==> src/rtl/seg7_pkg.sv <==
`default_nettype none
// ============================================================================
// Module      : seg7_pkg
// Description : Shared constants for the 8-digit seven-segment scan driver:
//               glyph codes, active-low segment patterns (seg[0]=a..seg[6]=g),
//               digit count and a small leading-pad helper.
// Revision    : 1.0 - initial release
// ============================================================================
package seg7_pkg;

    localparam int DIGITS  = 8;
    localparam int GLYPH_W = 5;

    typedef logic [GLYPH_W-1:0] glyph_t;
    typedef logic [6:0]         seg_t;

    // Glyph codes outside the 0x00-0x0F hex range
    localparam glyph_t GLYPH_ZERO  = 5'h00;
    localparam glyph_t GLYPH_BLANK = 5'h10;
    localparam glyph_t GLYPH_DASH  = 5'h11;

    // Active-low segment patterns, bit order g f e d c b a
    localparam seg_t SEG_0     = 7'h40;
    localparam seg_t SEG_1     = 7'h79;
    localparam seg_t SEG_2     = 7'h24;
    localparam seg_t SEG_3     = 7'h30;
    localparam seg_t SEG_4     = 7'h19;
    localparam seg_t SEG_5     = 7'h12;
    localparam seg_t SEG_6     = 7'h02;
    localparam seg_t SEG_7     = 7'h78;
    localparam seg_t SEG_8     = 7'h00;
    localparam seg_t SEG_9     = 7'h10;
    localparam seg_t SEG_A     = 7'h08;
    localparam seg_t SEG_B     = 7'h03;
    localparam seg_t SEG_C     = 7'h46;
    localparam seg_t SEG_D     = 7'h21;
    localparam seg_t SEG_E     = 7'h06;
    localparam seg_t SEG_F     = 7'h0E;
    localparam seg_t SEG_DASH  = 7'h3F;
    localparam seg_t SEG_BLANK = 7'h7F;

    // A digit counts as leading padding if it is a literal zero or a blank
    function automatic logic is_lead_pad(input glyph_t g);
        return (g == GLYPH_ZERO) || (g == GLYPH_BLANK);
    endfunction

endpackage
`default_nettype wire

==> src/rtl/seg7_glyph_decode.sv <==
`default_nettype none
// ============================================================================
// Module      : seg7_glyph_decode
// Description : Combinational 5-bit glyph code to active-low 7-segment
//               pattern. 0x00-0x0F hex digits, 0x11 dash, everything else
//               blank.
// Revision    : 1.0 - initial release
// ============================================================================
module seg7_glyph_decode
    import seg7_pkg::*;
(
    input  logic [4:0] i_code,
    output logic [6:0] o_seg
);

    // Pure lookup; unlisted codes fall through to blank
    always_comb begin
        o_seg = SEG_BLANK;
        case (i_code)
            5'h00:      o_seg = SEG_0;
            5'h01:      o_seg = SEG_1;
            5'h02:      o_seg = SEG_2;
            5'h03:      o_seg = SEG_3;
            5'h04:      o_seg = SEG_4;
            5'h05:      o_seg = SEG_5;
            5'h06:      o_seg = SEG_6;
            5'h07:      o_seg = SEG_7;
            5'h08:      o_seg = SEG_8;
            5'h09:      o_seg = SEG_9;
            5'h0A:      o_seg = SEG_A;
            5'h0B:      o_seg = SEG_B;
            5'h0C:      o_seg = SEG_C;
            5'h0D:      o_seg = SEG_D;
            5'h0E:      o_seg = SEG_E;
            5'h0F:      o_seg = SEG_F;
            GLYPH_DASH: o_seg = SEG_DASH;
            default:    o_seg = SEG_BLANK;
        endcase
    end

endmodule
`default_nettype wire

==> src/rtl/seg7_scan_driver.sv <==
`default_nettype none
// ============================================================================
// Module      : seg7_scan_driver
// Description : Time-multiplexed 8-digit seven-segment driver. Each digit gets
//               REFRESH_DIV clocks, the first GUARD of which keep all anodes
//               off. display/dp_mask are snapshotted once per frame so a frame
//               never mixes two values. All outputs are registered.
//               Optional feature: define SEG7_LEADING_ZERO_BLANK_EN to blank
//               leading zeros in digits 7..1.
// Revision    : 1.0 - initial release
// ============================================================================
module seg7_scan_driver
    import seg7_pkg::*;
#(
    parameter int REFRESH_DIV = 25000,
    parameter int GUARD       = 2
) (
    input  logic        clk,
    input  logic        reset,
    input  logic [39:0] display,
    input  logic [7:0]  dp_mask,
    output logic [7:0]  an,
    output logic [6:0]  seg,
    output logic        dp,
    output logic        frame_tick
);

    localparam int                SLOT_W      = $clog2(REFRESH_DIV);
    localparam logic [SLOT_W-1:0] C_SLOT_LAST = SLOT_W'(REFRESH_DIV - 1);
    localparam logic [SLOT_W-1:0] C_GUARD     = SLOT_W'(GUARD);

    logic [SLOT_W-1:0] r_slot;
    logic [2:0]        r_idx;
    logic [39:0]       r_shadow_disp;
    logic [7:0]        r_shadow_dp;

    glyph_t            w_glyph [DIGITS];
    logic [DIGITS-1:0] w_lz_blank;
    glyph_t            w_code;
    seg_t              w_seg;
    logic              w_guard;
    logic              w_frame_start;

    assign w_guard       = (r_slot < C_GUARD);
    assign w_frame_start = (r_idx == 3'd0) && (r_slot == '0);

    // View the packed shadow as one glyph per digit
    generate
        for (genvar gi = 0; gi < DIGITS; gi++) begin : g_unpack
            assign w_glyph[gi] = r_shadow_disp[gi*GLYPH_W +: GLYPH_W];
        end
    endgenerate

`ifdef SEG7_LEADING_ZERO_BLANK_EN
    // Walk from the leftmost digit down; a zero is blanked only while every
    // digit above it is still padding. Digit 0 always shows.
    always_comb begin : p_lz
        logic w_pad_above;
        w_pad_above = 1'b1;
        w_lz_blank  = '0;
        for (int d = DIGITS - 1; d >= 1; d--) begin
            w_lz_blank[d] = w_pad_above && (w_glyph[d] == GLYPH_ZERO);
            w_pad_above   = w_pad_above && is_lead_pad(w_glyph[d]);
        end
    end
`else
    assign w_lz_blank = '0;
`endif

    assign w_code = w_lz_blank[r_idx] ? GLYPH_BLANK : w_glyph[r_idx];

    seg7_glyph_decode u_decode (
        .i_code (w_code),
        .o_seg  (w_seg)
    );

    // Slot counter wraps every REFRESH_DIV clocks and steps the digit index
    always_ff @(posedge clk or negedge reset) begin
        if (!reset) begin
            r_slot <= '0;
            r_idx  <= 3'd0;
        end else if (r_slot == C_SLOT_LAST) begin
            r_slot <= '0;
            r_idx  <= r_idx + 3'd1;
        end else begin
            r_slot <= r_slot + SLOT_W'(1);
        end
    end

    // Snapshot inputs at the start of each frame and flag it
    always_ff @(posedge clk or negedge reset) begin
        if (!reset) begin
            r_shadow_disp <= {DIGITS{GLYPH_BLANK}};
            r_shadow_dp   <= '0;
            frame_tick    <= 1'b0;
        end else begin
            frame_tick <= w_frame_start;
            if (w_frame_start) begin
                r_shadow_disp <= display;
                r_shadow_dp   <= dp_mask;
            end
        end
    end

    // Registered drive: dark during the guard window, else the selected digit
    always_ff @(posedge clk or negedge reset) begin
        if (!reset) begin
            an  <= 8'hFF;
            seg <= SEG_BLANK;
            dp  <= 1'b1;
        end else if (w_guard) begin
            an  <= 8'hFF;
            seg <= SEG_BLANK;
            dp  <= 1'b1;
        end else begin
            an  <= ~(8'h01 << r_idx);
            seg <= w_seg;
            dp  <= ~r_shadow_dp[r_idx];
        end
    end

endmodule
`default_nettype wire

==> config.mk <==
export PLATFORM = sky130hd
export DESIGN_NAME = seg7_scan_driver
export DESIGN_NICKNAME = d
export VERILOG_FILES = /design/src/rtl/seg7_pkg.sv /design/src/rtl/seg7_glyph_decode.sv /design/src/rtl/seg7_scan_driver.sv
export SDC_FILE = /design/constraint.sdc
export NUM_CORES = 1
export LEC_CHECK = 0
export CORE_MARGIN = 3
export CORE_UTILIZATION = 48
export CTS_CLUSTER_SIZE = 40
export DETAILED_ROUTE_END_ITERATION = 8
export PLACE_DENSITY = 0.76
export SYNTH_ARGS = -nofsm -noshare
export SYNTH_HDL_FRONTEND = slang
export SYNTH_SLANG_ARGS = --single-unit
==> constraint.sdc <==
create_clock -name clk -period 2.6 [get_ports clk]
set_input_delay 0.52 -clock clk [delete_from_list [all_inputs] [get_ports clk]]
set_output_delay 0.52 -clock clk [all_outputs]
set_load 0.005 [all_outputs]
After elaboration in Yosys (flattened, before gate mapping) --
Memories as Yosys holds them, arrays and structs flattened. Cells that the tools add are included.
Operators by class: shifts and indexed selects 1, multiplexer cells 11, reduce and logical (&&, ||, !) cells 3, add/subtract/negate cells 2, $lt $le $gt $ge 3, equality and inequality tests 1, bitwise operators 3
Operator list (number):
- $add A15 B1 Y15 const B | 1
- $bmux W5 S3 | 1
- $eq A15 B15 Y1 const B | 1
- $logic_not A15 Y1 | 1
- $lt A15 B2 Y1 const B | 1
- $mux W15 | 1
- $mux W5 | 3
- $mux W8 | 1
- $not A8 Y8 | 1
- $shl A1 B3 Y8 const A | 1
- $mux W7 | 1
- $ge A4 B4 Y1 const B | 1
- $lt A3 B4 Y1 const B | 1
- $not A3 Y4 | 1
- $add A3 B1 Y3 const B | 1
- $bmux W1 S3 | 1
- $logic_not A3 Y1 | 1
- $mux W1 | 3
- $logic_and A1 B1 Y1 | 1
- $not A1 Y1 | 1
Word-level totals: memories 2, register bits 83, bits in read-only memories 232, output and inout port bits 17
Memory list:
- (name not given) | depth 32, bits a word 7, rd ports 1, clocked after Yosys merged registers in 0, wr ports 0, RTL line seg7_glyph_decode.sv:19 | case (i_code)
- (name not given) | depth 8, bits a word 1, rd ports 1, clocked after Yosys merged registers in 0, wr ports 0, RTL line seg7_scan_driver.sv:70 | assign w_code = w_lz_blank[r_idx] ? GLYPH_BLANK : w_glyph[r_idx];

Depth between registers and ports, before layout --
An unclocked memory read counts as a cell.
word-level depth 7, mapped depth 8

Hierarchy --
A second synthesis with hierarchy kept.
Second synthesis, totals: cells, all modules 302, area, all modules 3931.3 sq um
Modules (own cells, without submodules):
- seg7_scan_driver | seq. area each 2107.0 sq um, area an instance 3609.7 sq um, cells an instance 259, times used 1
- seg7_glyph_decode | seq. area each 0.0 sq um, area an instance 321.6 sq um, cells an instance 43, times used 1

Worst setup path after synthesis --
No wires, ideal clock.
path type register to register, from reg r_idx[0], to reg seg[3], buffers on the path 1, arrival time 2488 ps, stages on the path, launching flop included 8, path slack 31 ps, cells stage by stage dfrtp_1 -> buf_4 -> mux4_2 -> mux2i_1 -> inv_1 -> ha_1 -> mux2_2 -> a211o_1
Between the ends: cells in the longest elaborated chain, start to end 7, elaborated cells on any way between the ends 9
Ends and longest elaborated chain:
- start: declaration | RTL line seg7_scan_driver.sv:33 | logic [2:0] r_idx;
- start signal: assignment | RTL line seg7_scan_driver.sv:84 | r_idx <= r_idx + 3'd1;
- $not A3 Y4 (not written as such) | RTL line seg7_scan_driver.sv:70
- $bmux W5 S3 | RTL line seg7_scan_driver.sv:70
- $mux W5 (not written as such) (2 in a row) | RTL line seg7_scan_driver.sv:70
- $mux W5 * | RTL line seg7_scan_driver.sv:70
- $mem_v2 Z32 W7 *
- $mux W7 * | RTL line seg7_scan_driver.sv:111 | end else if (w_guard) begin
- end signal: assignment | RTL line seg7_scan_driver.sv:117 | seg <= w_seg;
- end: declaration | RTL line seg7_scan_driver.sv:23 | output logic [6:0] seg,
Every way passes the cells marked *; elsewhere a longest branch is shown, timed or not. The select of a mux whose other input is x is not followed. A chain may end at the register's enable or synchronous reset.

Worst setup path after layout --
from reg r_slot[10], to reg r_shadow_disp[7]
Between the ends: cells in the longest elaborated chain, start to end 2
Ends and longest elaborated chain:
- start: declaration | RTL line seg7_scan_driver.sv:32 | logic [SLOT_W-1:0] r_slot;
- start signal: assignment | RTL line seg7_scan_driver.sv:86 | r_slot <= r_slot + SLOT_W'(1);
- $logic_not A15 Y1 | RTL line seg7_scan_driver.sv:45 | assign w_frame_start = (r_idx == 3'd0) && (r_slot == '0);
- $logic_and A1 B1 Y1 | RTL line seg7_scan_driver.sv:45
- end signal: assignment | RTL line seg7_scan_driver.sv:93 | r_shadow_disp <= {DIGITS{GLYPH_BLANK}};
- end signal: assignment | RTL line seg7_scan_driver.sv:99 | r_shadow_disp <= display;
- end: declaration | RTL line seg7_scan_driver.sv:34 | logic [39:0] r_shadow_disp;
Every way passes these cells.

==> run summary <==
Yosys mapped a number of flops with a built-in enable equal to 0. Input and output buffers added on the ports amount to 66. After legalization and detailed placement, the total HPWL measured 5040 um. The placer's final routability congestion estimate came out at 0.851. The worst hold path belongs to the class input port to async pin. Leading register cell type out of synthesis: sky130_fd_sc_hd__dfrtp_1.

Dividing the detail-routed wire length by the instance count gives 15.1 um. Clock latency on the worst-skew pair, taken at its later pin, is 0.36 ns. met2 is the most crowded layer.

The mapped netlist covers 3860 um2. The number of global-route vias before repair was 2447. Setup repair after global routing left no endpoint under its margin.

The biggest fanout along the worst timing path came out at 49. VDD sags by at most 0.000293 V. The tools report the required time at the worst-slack endpoint as 2.84 ns. The remaining routing DRC violations is 0, and the global-route wire length before repair is 11800 um.

Combined buffer and inverter count along the critical path: 1. The routing usage on met3 is 0.0539. The most frequently used cell type in the post-synthesis netlist is sky130_fd_sc_hd__dfrtp_1. Number of inserted diodes: 0.

Summed over all cells, the static leakage comes to 2.06 nW. Data arrives at the worst endpoint at 2.62 ns. The tools report the count of clock tree sinks as 83. In this run, placement finished with an instance count of 451. The number of H-tree levels came out at 3. On the worst path, the slowest cell contributes a delay of 0.57 ns. Kind of critical path: flip-flop to flip-flop.

The net count of the finished layout is 424. The number of different library cells used by synthesis comes to 37. The met2 global-route usage is 0.260, and the final clock period utilization by the worst path is 0.916. The first detailed-routing pass ran for 4 iterations. Highest attainable clock frequency: 420 MHz. The average instance in the mapped netlist occupies 13.6 um2.

After synthesis, the cell types taking the most area are sky130_fd_sc_hd__dfrtp_1 (38%), sky130_fd_sc_hd__dfstp_2 (16%), sky130_fd_sc_hd__mux2_2 (12%). Cell accounting for the most synthesized area: sky130_fd_sc_hd__dfrtp_1. The global-route usage over all layers came out at 0.173. The smallest clock period supported by the final layout is computed as 2.38 ns. For the met1 global-route usage, the log shows 0.241. For this design the ratio of total power to cell area is 513 nW/um2. The die is 95.7 um wide. The fraction of registers with async set/reset works out to 1.00. The root buffer cell chosen for the clock tree is sky130_fd_sc_hd__clkbuf_8. The highest-delay cell along the critical path is sky130_fd_sc_hd__or4_1.

The total count of hold-check failures in the final report is 0, and the total congestion overflow is 0. Synthesized netlist net count: 348. The area growth from synthesis to layout is 26.7%.

In the routed layout, each cell is associated on average with a via count of 5.08. The height of the die was 95.7 um; the maximum buffer depth of the clock tree was 2. Row generation in the floorplan step produced 32 rows. Layout filler cell count: 580. Once detail routing completed, the nets flagged for antenna violations numbered 0.

The number of antenna violations at the first check in global routing was 0; the post-layout total power was 2.51 mW. The share of the synthesized area in the top cell type works out to 0.382. Type of origin of the critical path: a flip-flop. The ratio of cells with drive above 1 in the final layout was 0.301; the number of max-cap violations was 0.

The number of max-slew violations in the final report was 0. The effective utilization at floorplan came out at 0.497. For the pin with the worst max-slew slack, the measured transition is 0.984 ns. The count of routing violations after the opening detailed-route iteration is 79. Counting every instance in the synthesized netlist gives 284. Counting instances in the post-synthesis netlist gives the leading cell types as sky130_fd_sc_hd__dfrtp_1 (59), sky130_fd_sc_hd__mux2_2 (41), sky130_fd_sc_hd__dfstp_2 (24).

TritonCTS built the clock tree. The routed layout has 2373 vias. The count of hold-fix buffers inserted at cts was 0.

The kind of end point of the critical path is a flip-flop. The area enclosed by the die boundary came out at 9160 um2. The area of all placed cells without fillers is 4890 um2.

The tools report the non-filler instance count after layout as 467. The number of gates resized after CTS was 0. Once placement finished, the instance area stood at 4700 um2. The tools report the number of CTS-inserted buffers as 9. The number of top-level pins was 67; the register clock-pin slew on the reported worst setup and hold paths was 0.08 ns. Walking the worst path, the cells encountered are or4_1, nor4_4, nand2_1, nor3_4, buf_12, mux2_2.

The top cell family by delay on the critical path was simple AND/OR/NAND/NOR gates. The flow ran to the end, and the final reports show no timing, DRC or antenna violations. The final total negative setup slack came out at 0 ns.

The core occupancy in the finished layout is 0.630. The yosys synthesis warning count was 0; the clock skew after layout was 0.00893 ns. Summed over all layers, the routed wires come to 7050 um. Post-CTS timing repair inserted 0 buffers for setup. Setup violations remaining at the end of the flow were counted as 0.

The logs give 0.344 for the relative slew slack and 82 for the largest net degree at the start of global routing. Proportion of synthesized chip area in sequential cells: 0.545. The floorplan step defined a core boundary enclosing 7770 um2.

Counting flops and latches in the post-synthesis netlist gives 83.
-- final cells by class --
cell class	instances	area, um2	area share
Clock buffer	9	124	0.0253
Clock inverter	7	75.1	0.0153
Inverter	10	37.5	0.00767
Multi-Input combinational cell	179	1660	0.339
Sequential cell	83	2110	0.430
Tap cell	102	128	0.0261
Timing Repair Buffer	77	766	0.156
-- sequential cells by signal, summed over array words and instances, names as in the netlist --
register,count
r_shadow_disp,40
r_slot,15
an,8
r_shadow_dp,8
seg,7
r_idx,3
dp,1
frame_tick,1
-- report_power, final --
part	switching (mW)	internal [mW]	total, mW
sequential	0.0204	1.35	1.37
combinational	0.0794	0.140	0.220
clock	0.473	0.450	0.923
-- per-layer routing --
| layer | vias to the layer above | wire length [um] |
|---|---|---|
| li1 | 1159 | - |
| met1 | 1147 | 3340 |
| met4 | 0 | 77 |
| met2 | 60 | 3280 |
| met5 | - | 0 |
| met3 | 7 | 355 |
-- worst reg2reg max path, stage by stage, from the launching register on --
cell                      delay [ns]
sky130_fd_sc_hd__dfrtp_1        0.45
sky130_fd_sc_hd__or4_1          0.57
sky130_fd_sc_hd__nor4_4         0.22
sky130_fd_sc_hd__nand2_1        0.14
sky130_fd_sc_hd__nor3_4         0.21
sky130_fd_sc_hd__buf_12         0.27
sky130_fd_sc_hd__mux2_2         0.41
-- metrics by stage --
step | hold WS (ns) | worst slack [ns]
after floorplan | 0.224 | 0.0305
after CTS | 0.349 | 0.228
after detailed placement | 0.471 | 0.236
final | 0.311 | 0.219
after global routing | 0.401 | 0.0669
after global placement | 0.464 | 0.282
-- placed cells by master, fill, tap and decap left out, types with 3 or more instances in the layout --
master / n
sky130_fd_sc_hd__clkdlybuf4s50_1: 65
sky130_fd_sc_hd__dfrtp_1: 59
sky130_fd_sc_hd__mux2_2: 41
sky130_fd_sc_hd__dfstp_2: 24
sky130_fd_sc_hd__nand2_1: 20
sky130_fd_sc_hd__nor2_1: 14
sky130_fd_sc_hd__nand3_1: 14
sky130_fd_sc_hd__ha_1: 14
sky130_fd_sc_hd__mux4_2: 12
sky130_fd_sc_hd__buf_4: 10
sky130_fd_sc_hd__inv_1: 9
sky130_fd_sc_hd__mux2_1: 9
sky130_fd_sc_hd__clkbuf_8: 9
sky130_fd_sc_hd__xor2_1: 8
sky130_fd_sc_hd__mux2i_1: 7
sky130_fd_sc_hd__nor2b_1: 6
sky130_fd_sc_hd__xnor2_1: 6
sky130_fd_sc_hd__nor3_1: 3
-- final timing paths --
check                                   from           endpoint  slack [ns]  cells past startpoint
hold / removal                         reset           r_idx[0]        0.31                      1
max in group asynchronous              reset  r_shadow_disp[39]        1.54                      2
setup reg to reg                  r_slot[10]   r_shadow_disp[7]        0.22                      6
hold reg to reg            r_shadow_disp[12]  r_shadow_disp[12]        0.49                      1
setup / recovery                  r_slot[10]   r_shadow_disp[7]        0.22                      6
min in group clk           r_shadow_disp[12]  r_shadow_disp[12]        0.49                      1
-- cell families (layout without fill, tap and decap cells) --
kind of cell | after synthesis | count (layout) | share of synthesized area
and+or+nand+nor | 71 | 71 | 0.0939
adders and majority gates | 14 | 14 | 0.0453
DFF | 83 | 83 | 0.545
xor gates and xnor gates | 14 | 14 | 0.0317
AOI/OAI and AO/OA | 11 | 11 | 0.0227
buffers and inverters | 22 | 103 | 0.0272
muxes | 69 | 69 | 0.234
(Power assumes the default switching activity.)
